===== config.mk =====
export PLATFORM = sky130hd
export DESIGN_NAME = lsu_ctrl
export DESIGN_NICKNAME = d
export VERILOG_FILES = /design/src/rtl/lsu_pkg.sv /design/src/rtl/lsu_align.sv /design/src/rtl/lsu_ctrl.sv
export SDC_FILE = /design/constraint.sdc
export NUM_CORES = 1
export LEC_CHECK = 0
export CORE_UTILIZATION = 44
export DETAILED_ROUTE_END_ITERATION = 7
export GPL_TIMING_DRIVEN = 0
export PLACE_DENSITY = 0.78
export SYNTH_ARGS = -nofsm -noshare
export SYNTH_HDL_FRONTEND = slang
export SYNTH_SLANG_ARGS = --single-unit
export TNS_END_PERCENT = 50

===== constraint.sdc =====
create_clock -name clk -period 2.1 [get_ports clk]
set_clock_uncertainty 0.15 [all_clocks]
set_input_delay 0.315 -clock clk [delete_from_list [all_inputs] [get_ports clk]]
set_output_delay 0.315 -clock clk [all_outputs]
set_load 0.01 [all_outputs]

===== src/rtl/lsu_pkg.sv =====
// Shared load/store definitions: funct3 encodings, FSM states, byte-lane count
// and the funct3 legality helper used by the request decoder.
package lsu_pkg;

    localparam logic [2:0] F3_B  = 3'b000;
    localparam logic [2:0] F3_H  = 3'b001;
    localparam logic [2:0] F3_W  = 3'b010;
    localparam logic [2:0] F3_BU = 3'b100;
    localparam logic [2:0] F3_HU = 3'b101;

    localparam int LANES = 4;

    typedef enum logic [2:0] {
        IDLE    = 3'd0,
        WRITE   = 3'd1,
        READ    = 3'd2,
        RD_WAIT = 3'd3,
        RESP    = 3'd4
    } state_t;

    // Stores only have B/H/W; loads add the unsigned byte/halfword forms.
    function automatic logic f_legal(input logic we, input logic [2:0] f3);
        logic ok;
        if (we)
            ok = (f3 == F3_B) || (f3 == F3_H) || (f3 == F3_W);
        else
            ok = (f3 == F3_B) || (f3 == F3_H) || (f3 == F3_W) ||
                 (f3 == F3_BU) || (f3 == F3_HU);
        return ok;
    endfunction

endpackage


===== src/rtl/lsu_align.sv =====
// Combinational lane logic: request error decode, store replication/masking,
// load lane extraction with sign or zero extension. No state, no latency.
module lsu_align
    import lsu_pkg::*;
#(
    parameter int DW = 32
) (
    input  logic              i_req_we,
    input  logic [2:0]        i_req_funct3,
    input  logic [1:0]        i_req_addr_lo,
    output logic              o_req_err,
    input  logic [2:0]        i_funct3,
    input  logic [1:0]        i_addr_lo,
    input  logic [DW-1:0]     i_wdata,
    input  logic [DW-1:0]     i_rdata,
    output logic [DW-1:0]     o_wd,
    output logic [LANES-1:0]  o_wmask,
    output logic [DW-1:0]     o_ldata
);

    logic        w_misal;
    logic [7:0]  w_byte;
    logic [15:0] w_half;

    // Error decode runs on the live request so the FSM can branch at handshake.
    always_comb begin
        w_misal = 1'b0;
        case (i_req_funct3)
            F3_H, F3_HU: w_misal = i_req_addr_lo[0];
            F3_W:        w_misal = |i_req_addr_lo;
            default:     w_misal = 1'b0;
        endcase
        o_req_err = !f_legal(i_req_we, i_req_funct3) || w_misal;
    end

    always_comb begin
        o_wd    = i_wdata;
        o_wmask = 4'b1111;
        case (i_funct3[1:0])
            2'b00: begin
                o_wd    = {4{i_wdata[7:0]}};
                o_wmask = 4'b0001 << i_addr_lo;
            end
            2'b01: begin
                o_wd    = {2{i_wdata[15:0]}};
                o_wmask = 4'b0011 << i_addr_lo;
            end
            default: begin
                o_wd    = i_wdata;
                o_wmask = 4'b1111;
            end
        endcase
    end

    always_comb begin
        w_byte  = i_rdata[{i_addr_lo, 3'b000} +: 8];
        w_half  = i_addr_lo[1] ? i_rdata[31:16] : i_rdata[15:0];
        o_ldata = i_rdata;
        case (i_funct3)
            F3_B:    o_ldata = {{24{w_byte[7]}}, w_byte};
            F3_H:    o_ldata = {{16{w_half[15]}}, w_half};
            F3_BU:   o_ldata = {24'd0, w_byte};
            F3_HU:   o_ldata = {16'd0, w_half};
            default: o_ldata = i_rdata;
        endcase
    end

endmodule


===== src/rtl/lsu_ctrl.sv =====
// Load/store sequencer: store rsp at T+2, load rsp at T+3, error rsp at T+1.
// One access in flight; req_ready only in IDLE, rsp_valid is an unbackpressured pulse.
module lsu_ctrl
    import lsu_pkg::*;
#(
    parameter int AW = 32,
    parameter int DW = 32
) (
    input  logic              clk,
    input  logic              reset,
    input  logic              req_valid,
    output logic              req_ready,
    input  logic              req_we,
    input  logic [2:0]        req_funct3,
    input  logic [AW-1:0]     req_addr,
    input  logic [DW-1:0]     req_wdata,
    output logic              rsp_valid,
    output logic [DW-1:0]     rsp_rdata,
    output logic              rsp_err,
    output logic [AW-1:0]     mem_a,
    output logic [DW-1:0]     mem_wd,
    output logic              mem_we,
    output logic [LANES-1:0]  mem_wmask,
    output logic              mem_rstrb,
    input  logic [DW-1:0]     mem_rd
);

    state_t              r_state;
    state_t              w_next;
    logic                r_we;
    logic [2:0]          r_funct3;
    logic [AW-1:0]       r_addr;
    logic [DW-1:0]       r_wdata;
    logic [DW-1:0]       r_rsp_rdata;
    logic                r_rsp_err;

    logic                w_hs;
    logic                w_req_err;
    logic [DW-1:0]       w_wd;
    logic [LANES-1:0]    w_wmask;
    logic [DW-1:0]       w_ldata;

    lsu_align #(.DW(DW)) u_align (
        .i_req_we      (req_we),
        .i_req_funct3  (req_funct3),
        .i_req_addr_lo (req_addr[1:0]),
        .o_req_err     (w_req_err),
        .i_funct3      (r_funct3),
        .i_addr_lo     (r_addr[1:0]),
        .i_wdata       (r_wdata),
        .i_rdata       (mem_rd),
        .o_wd          (w_wd),
        .o_wmask       (w_wmask),
        .o_ldata       (w_ldata)
    );

    always_ff @(posedge clk) begin
        if (reset) begin
            r_state     <= IDLE;
            r_we        <= 1'b0;
            r_funct3    <= 3'd0;
            r_addr      <= '0;
            r_wdata     <= '0;
            r_rsp_rdata <= '0;
            r_rsp_err   <= 1'b0;
        end else begin
            r_state <= w_next;
            if (w_hs) begin
                r_we     <= req_we;
                r_funct3 <= req_funct3;
                r_addr   <= req_addr;
                r_wdata  <= req_wdata;
            end
            // Response registers only change on the way into RESP.
            if (w_hs && w_req_err) begin
                r_rsp_rdata <= '0;
                r_rsp_err   <= 1'b1;
            end else if (r_state == WRITE) begin
                r_rsp_rdata <= '0;
                r_rsp_err   <= 1'b0;
            end else if (r_state == RD_WAIT) begin
                r_rsp_rdata <= w_ldata;
                r_rsp_err   <= 1'b0;
            end
        end
    end

    always_comb begin
        w_next    = r_state;
        req_ready = 1'b0;
        rsp_valid = 1'b0;
        mem_we    = 1'b0;
        mem_rstrb = 1'b0;
        mem_wmask = '0;
        w_hs      = 1'b0;
        case (r_state)
            IDLE: begin
                req_ready = !reset;
                w_hs      = req_valid && !reset;
                if (w_hs) begin
                    if (w_req_err)
                        w_next = RESP;
                    else if (req_we)
                        w_next = WRITE;
                    else
                        w_next = READ;
                end
            end
            WRITE: begin
                // Gating with reset keeps an aborted store off the memory.
                mem_we    = r_we && !reset;
                mem_wmask = reset ? '0 : w_wmask;
                w_next    = RESP;
            end
            READ: begin
                mem_rstrb = !reset;
                w_next    = RD_WAIT;
            end
            RD_WAIT: w_next = RESP;
            RESP: begin
                rsp_valid = !reset;
                w_next    = IDLE;
            end
            default: w_next = IDLE;
        endcase
    end

    assign rsp_rdata = r_rsp_rdata;
    assign rsp_err   = rsp_valid && r_rsp_err;
    assign mem_a     = {r_addr[AW-1:2], 2'b00};
    assign mem_wd    = w_wd;

endmodule


* After elaboration in Yosys (flattened, before gate mapping)
Index checks and enable logic that the tools add are counted.
** Word-level totals
- Output and inout port bits :: 105
- Register bits :: 104
- Input bits :: 103
- Logic and storage cells :: 63
** Cells by class
- Equality and inequality tests :: 13
- Reduce and logical (&&, ||, !) cells :: 20
- Muxes and demuxes :: 20
- Shift operators :: 3
** Operator list (count)
- 32-bit one-hot mux with 4 select lines :: 1
- 32-bit one-hot mux with 2 select lines :: 1
- 32-bit by 6-bit variable part select with 8-bit output :: 1
- 16-bit two-way mux :: 1
- 3-bit == test, second input constant :: 5
- 3-bit by 1-bit == test with 1-bit output, second input constant :: 3
- 3-bit by 2-bit == test with 1-bit output, second input constant :: 3
- 3-bit logical NOT :: 3
- 1-bit two-way mux :: 9
- 3-bit one-hot mux with 3 select lines :: 1
- 4-bit two-way mux :: 2
- 4-bit one-hot mux with 2 select lines :: 1
- 3-bit two-way mux :: 2
- 2-bit OR reduction :: 3
- 1-bit logical OR :: 5
- 1-bit logical AND :: 4
- 1-bit by 2-bit << shifter with 4-bit output, first input constant :: 1
- 2-bit by 2-bit << shifter with 4-bit output, first input constant :: 1
- 3-bit nonzero test :: 1
- 3-bit OR reduction :: 1
- 2-bit by 1-bit == test with 1-bit output, second input constant :: 1
- 1-bit logical NOT :: 2
- 2-bit logical NOT :: 1
- 2-bit two-way mux :: 1
- 2 further kinds :: 2

* Logic depth before layout (Yosys ltp)
- Depth after elaboration :: 11
- Mapped depth :: 8
- Mapped depth without buffers :: 4

* Modules after synthesis
From an unflattened synthesis, not the netlist that was laid out.
** Second synthesis, totals
- Cell total of the unflattened synthesis :: 613
- Area, all modules :: 5544.1 µm²
** By module, submodules not included
- lsu_ctrl :: sequential area each 2082.0 µm², area an instance 4260.3 µm², cells an instance 423, instances 1
- lsu_align :: sequential area each 0.0 µm², area an instance 1283.7 µm², cells an instance 190, instances 1

* Least setup slack after synthesis
OpenSTA, ideal clock, no wires.
- Path kind :: reg2out
- Start point :: register r_funct3[0]
- End point :: output port mem_wd[10]
- Path buffers :: 2
- Stages on the path, launching flop included :: 5
- Arrival time :: 1301 ps
- Data required time :: 1635 ps
- Slack :: 334 ps
- Cell sequence :: dfxtp_1 -> clkbuf_1 -> nor2_1 -> buf_1 -> mux2_2
** On the way
- Word-level cells in the longest chain between the ends :: 2
- Elaborated cells on any way between the ends :: 3
- Classes of those cells :: eq/ne: 1; mux: 1; reduce/logical: 1
** Ends and longest elaborated chain
- from (decl) :: line lsu_ctrl.sv:31 : logic [2:0] r_funct3;
- from (signal assigned) :: line lsu_ctrl.sv:70 : r_funct3 <= req_funct3;
- 2-bit by 1-bit == test with 1-bit output / 2-bit logical NOT (equally long branches) :: line lsu_align.sv:39 : case (i_funct3[1:0])
- 32-bit one-hot mux with 2 select lines * :: line lsu_align.sv:39
- to (decl) :: line lsu_ctrl.sv:21 : output logic [DW-1:0] mem_wd,
Mark *: on every way between the ends. The rest lies on a longest branch, timed or not.

* Final worst setup path
- Start point :: register r_funct3[1]
- End point :: output port mem_wd[12]
The elaborated chain is that of the path after synthesis.

==> results.env <==
RUN_STATUS='finished, violations left'
FAILED_CHECKS='setup timing'
POSTSYNTHREGISTERBITS=104
FIN_CELLS=1003
GRT_MAX_DEGREE=20
GLOBALROUTE.TOTALOVERFLOW=0
FINAL.SETUP.WORST_SLACK_NS=-0.0116
MOST-COMMON-LAYOUT-CELLS='171 x sky130_fd_sc_hd__clkdlybuf4s50_1, 168 x sky130_fd_sc_hd__nand2_1, 100 x sky130_fd_sc_hd__dfxtp_1'
GRT_PASS1_VIAS=5285
MAPPEDNETLISTAREA_MM2=0.00516
FINALHOLDVIOLCOUNT=0
SETUP_VIOL_COUNT_FINAL=4
TOP_LEVEL_I_O_COUNT=208
FLOORPLAN.DIE_AREA_MM2=0.0122
CRITPATHCAPTURETYPE='output pin'
POWER.LEAKAGE_nW=3.29
YS_WARNINGS=0
WORST-SLEW-PIN-TRANSITION_NS=0.574
POST_SYNTH_EDFFS=0
MAX_FREQ_MHz=474
GRT_UTIL_ALL_LAYERS_PCT=28.3
NUM_VIAS=5333
WHS_NS=0.304
GRT_FIRST_PASS_WIRELENGTH_UM=26200
FP-ROW-COUNT=39
CORE_MM2=0.0114
DETAIL_ROUTE.FIRST_PASS.ITERATIONS=4
CRITICAL_PATH_PEAK_FANOUT=7
INSERTION_DELAY_NS=0.35
ROUTEDWLPERCELL_UM=17.3
REG2REG_SLACK_NS=0.20
FLOW.AREA_GROWTH_FROM_SYNTHESIS_PCT=53.4
MOST_COMMON_CELL_AFTER_LAYOUT_FILL_AND_TAPS_ASIDE='sky130_fd_sc_hd__clkdlybuf4s50_1'
FINISH.NET_COUNT=958
TIMING.CRITICAL_PATH.REQUIRED_NS=1.63
SYNTHDISTINCTLIBCELLS=52
FLOORPLAN.INITIALDENSITY_PCT=45.2
MAX_CAP_VIOL_COUNT=0
CLOCK_TREE.ROOT_CELL='sky130_fd_sc_hd__clkbuf_16'
VIAS_PER_CELL=5.32
POWERDENSITY_mW_PER_MM2=647
SYNTH-SEQ-AREA-SHARE_PCT=40.4
GRT_SETUP_UNREPAIRED='true'
BUFFER_PORTS.INSERTED=205
POST_ROUTE_CELLS_DRIVE_ABOVE_1_SHARE_PCT=22.0
DRT_FIRST_ITER_VIOLATIONS=192
CTS-ROOT-TO-SINK-BUFFERS=2
SYNTH_AREA_LEADERS='sky130_fd_sc_hd__dfxtp_1 40%, sky130_fd_sc_hd__nand2_1 12%, sky130_fd_sc_hd__nand3_1 8.7%'
MAX_SLEW_MARGIN_PCT=61.8
HOLD_PATH_CLASS='reg2reg'
POST_SYNTH_INST_COUNT=629
DETAILED_PLACE_HPWL_UM=13000
SYNTH_ASYNC_SR_FLOP_SHARE_PCT=0
CLOCK_PIN_SLEW_OF_THE_REGISTERS_ON_THE_WORST_CASE_SETUP_AND_HOLD_PATHS_NS=0.07
CTS.SINKS=104
NUMCTSBUFFERS=9
POSTSYNTHAREAPERCELL_UM2=8.20
CTS.HTREE.LEVELS=3
FINAL-MAX-SLEW-VIOLATION-COUNT=0
ANTENNA_VIOLATIONS_BEFORE_REPAIR=0
CRITPATHARRIVALTIME_NS=1.65
SYNTH.LARGEST_AREA_CELL='sky130_fd_sc_hd__dfxtp_1'
PATH_CLASS='reg2out'
ANTENNA_VIOLATING_NETS_POST_ROUTE=0
POSTROUTEWIRELENGTH_UM=17300
DOMINANTREGCELLSYNTH='sky130_fd_sc_hd__dfxtp_1'
FINALWORSTPATHREQUIREDPERIOD_NS=2.11
HORIZONTAL_EXTENT_OF_THE_DIE_UM=110
SYNTHDOMINANTCELLAREASHARE_PCT=40.4
VDD.IR_DROP.WORST_V=0.000382
FINAL_LAYOUT_SETUP_TOTAL_NEGATIVE_SLACK_NS=-0.0229
INSERTEDDIODECOUNT=0
DP.CELLS=978
CLOCK_TREE_FROM_TRITONCTS='yes'
HOLDBUFCOUNTCTS=0
GP_CONGESTION=0.889
DRT_DRC_VIOLATIONS_LEFT=0
SETUP.WORST_PATH.START_CLASS='register'
FP.DIEH_UM=110
FINAL_MIN_PERIOD_OVER_CLOCK_PERIOD_PCT=101
## power by group
| group | switching [W] | internal (W) | leakage [nW] |
|---|---|---|---|
| combinational | 0.000595 | 0.000715 | 2.30 |
| clock | 0.000762 | 0.000866 | 0.141 |
| sequential | 0.0000843 | 0.00209 | 0.853 |
## per-stage QoR
step,util (%),instance area (µm²),setup slack [ns],total power [W]
after global placement,64.7,7390,-0.711,0.00342
after global routing,69.3,7910,-0.0580,0.00532
final,69.3,7910,-0.0116,0.00512
after CTS,68.1,7780,-0.0970,0.00507
after floorplan,-,5160,0.334,0.00282
after detailed placement,64.7,7390,-0.737,0.00344
## registers in the layout (all words and copies together) (netlist names)
register	cells
r_addr	32
r_funct3	3
r_rsp_err	1
r_state	3
r_wdata	32
r_we	1
rsp_rdata	32
## area by class of cell
type | count | area (µm²)
Fill cell | 948 | 3510
Multi-Input combinational cell | 429 | 2570
Timing Repair Buffer | 217 | 2110
Sequential cell | 104 | 2090
Buffer | 89 | 654
Clock buffer | 11 | 253
Tap cell | 143 | 179
Clock inverter | 5 | 31.3
Inverter | 5 | 18.8
## synthesized netlist by cell type, drive strengths merged (5+ instances only)
master / number
a211oi: 14
a21oi: 7
a22oi: 9
a31oi: 19
buf: 76
clkbuf: 16
dfxtp: 104
inv: 5
mux2: 17
mux2i: 11
nand2: 168
nand3: 90
nor2: 22
nor2b: 6
o21ai: 13
## cell families after synthesis
logic type	count (synthesis)	synth area share (%)
AOI/OAI and AO/OA	91	15.4
buffers and inverters	97	11.1
DFF	104	40.4
muxes	30	6.72
other	1	0.0727
and+or+nand+nor	306	26.3
## critical path: stages (launching register included)
cell	delay, ns
sky130_fd_sc_hd__dfxtp_2	0.32
sky130_fd_sc_hd__buf_6	0.13
sky130_fd_sc_hd__nor2_4	0.12
sky130_fd_sc_hd__buf_6	0.12
sky130_fd_sc_hd__clkbuf_16	0.13
sky130_fd_sc_hd__mux2_2	0.32
sky130_fd_sc_hd__buf_2	0.15
## path summary, 6_finish.rpt
kind / depth (start not counted) / startpoint / endpoint
setup / recovery: 6 / r_funct3[1] / mem_wd[12]
hold / removal: 2 / r_addr[12] / r_addr[12]
setup reg to reg: 5 / r_addr[1] / rsp_rdata[24]
hold reg to reg: 2 / r_addr[12] / r_addr[12]
## timing repair
action,in CTS,in global routing
endpoints found under the setup margin,33,21
pin swaps,2,3
gates resized for setup,137,31
gates cloned,0,1
buffers inserted,5,6
## metal layers
layer	vias to the layer above	GRT usage, %	share of wire, %
li1	2568	-	-
met1	2493	32.4	40
met2	233	48.4	48
met3	39	8.94	8.8
met4	0	11.9	2.8
met5	-	0	0
No activity file was read; power rests on OpenSTA's default activity.
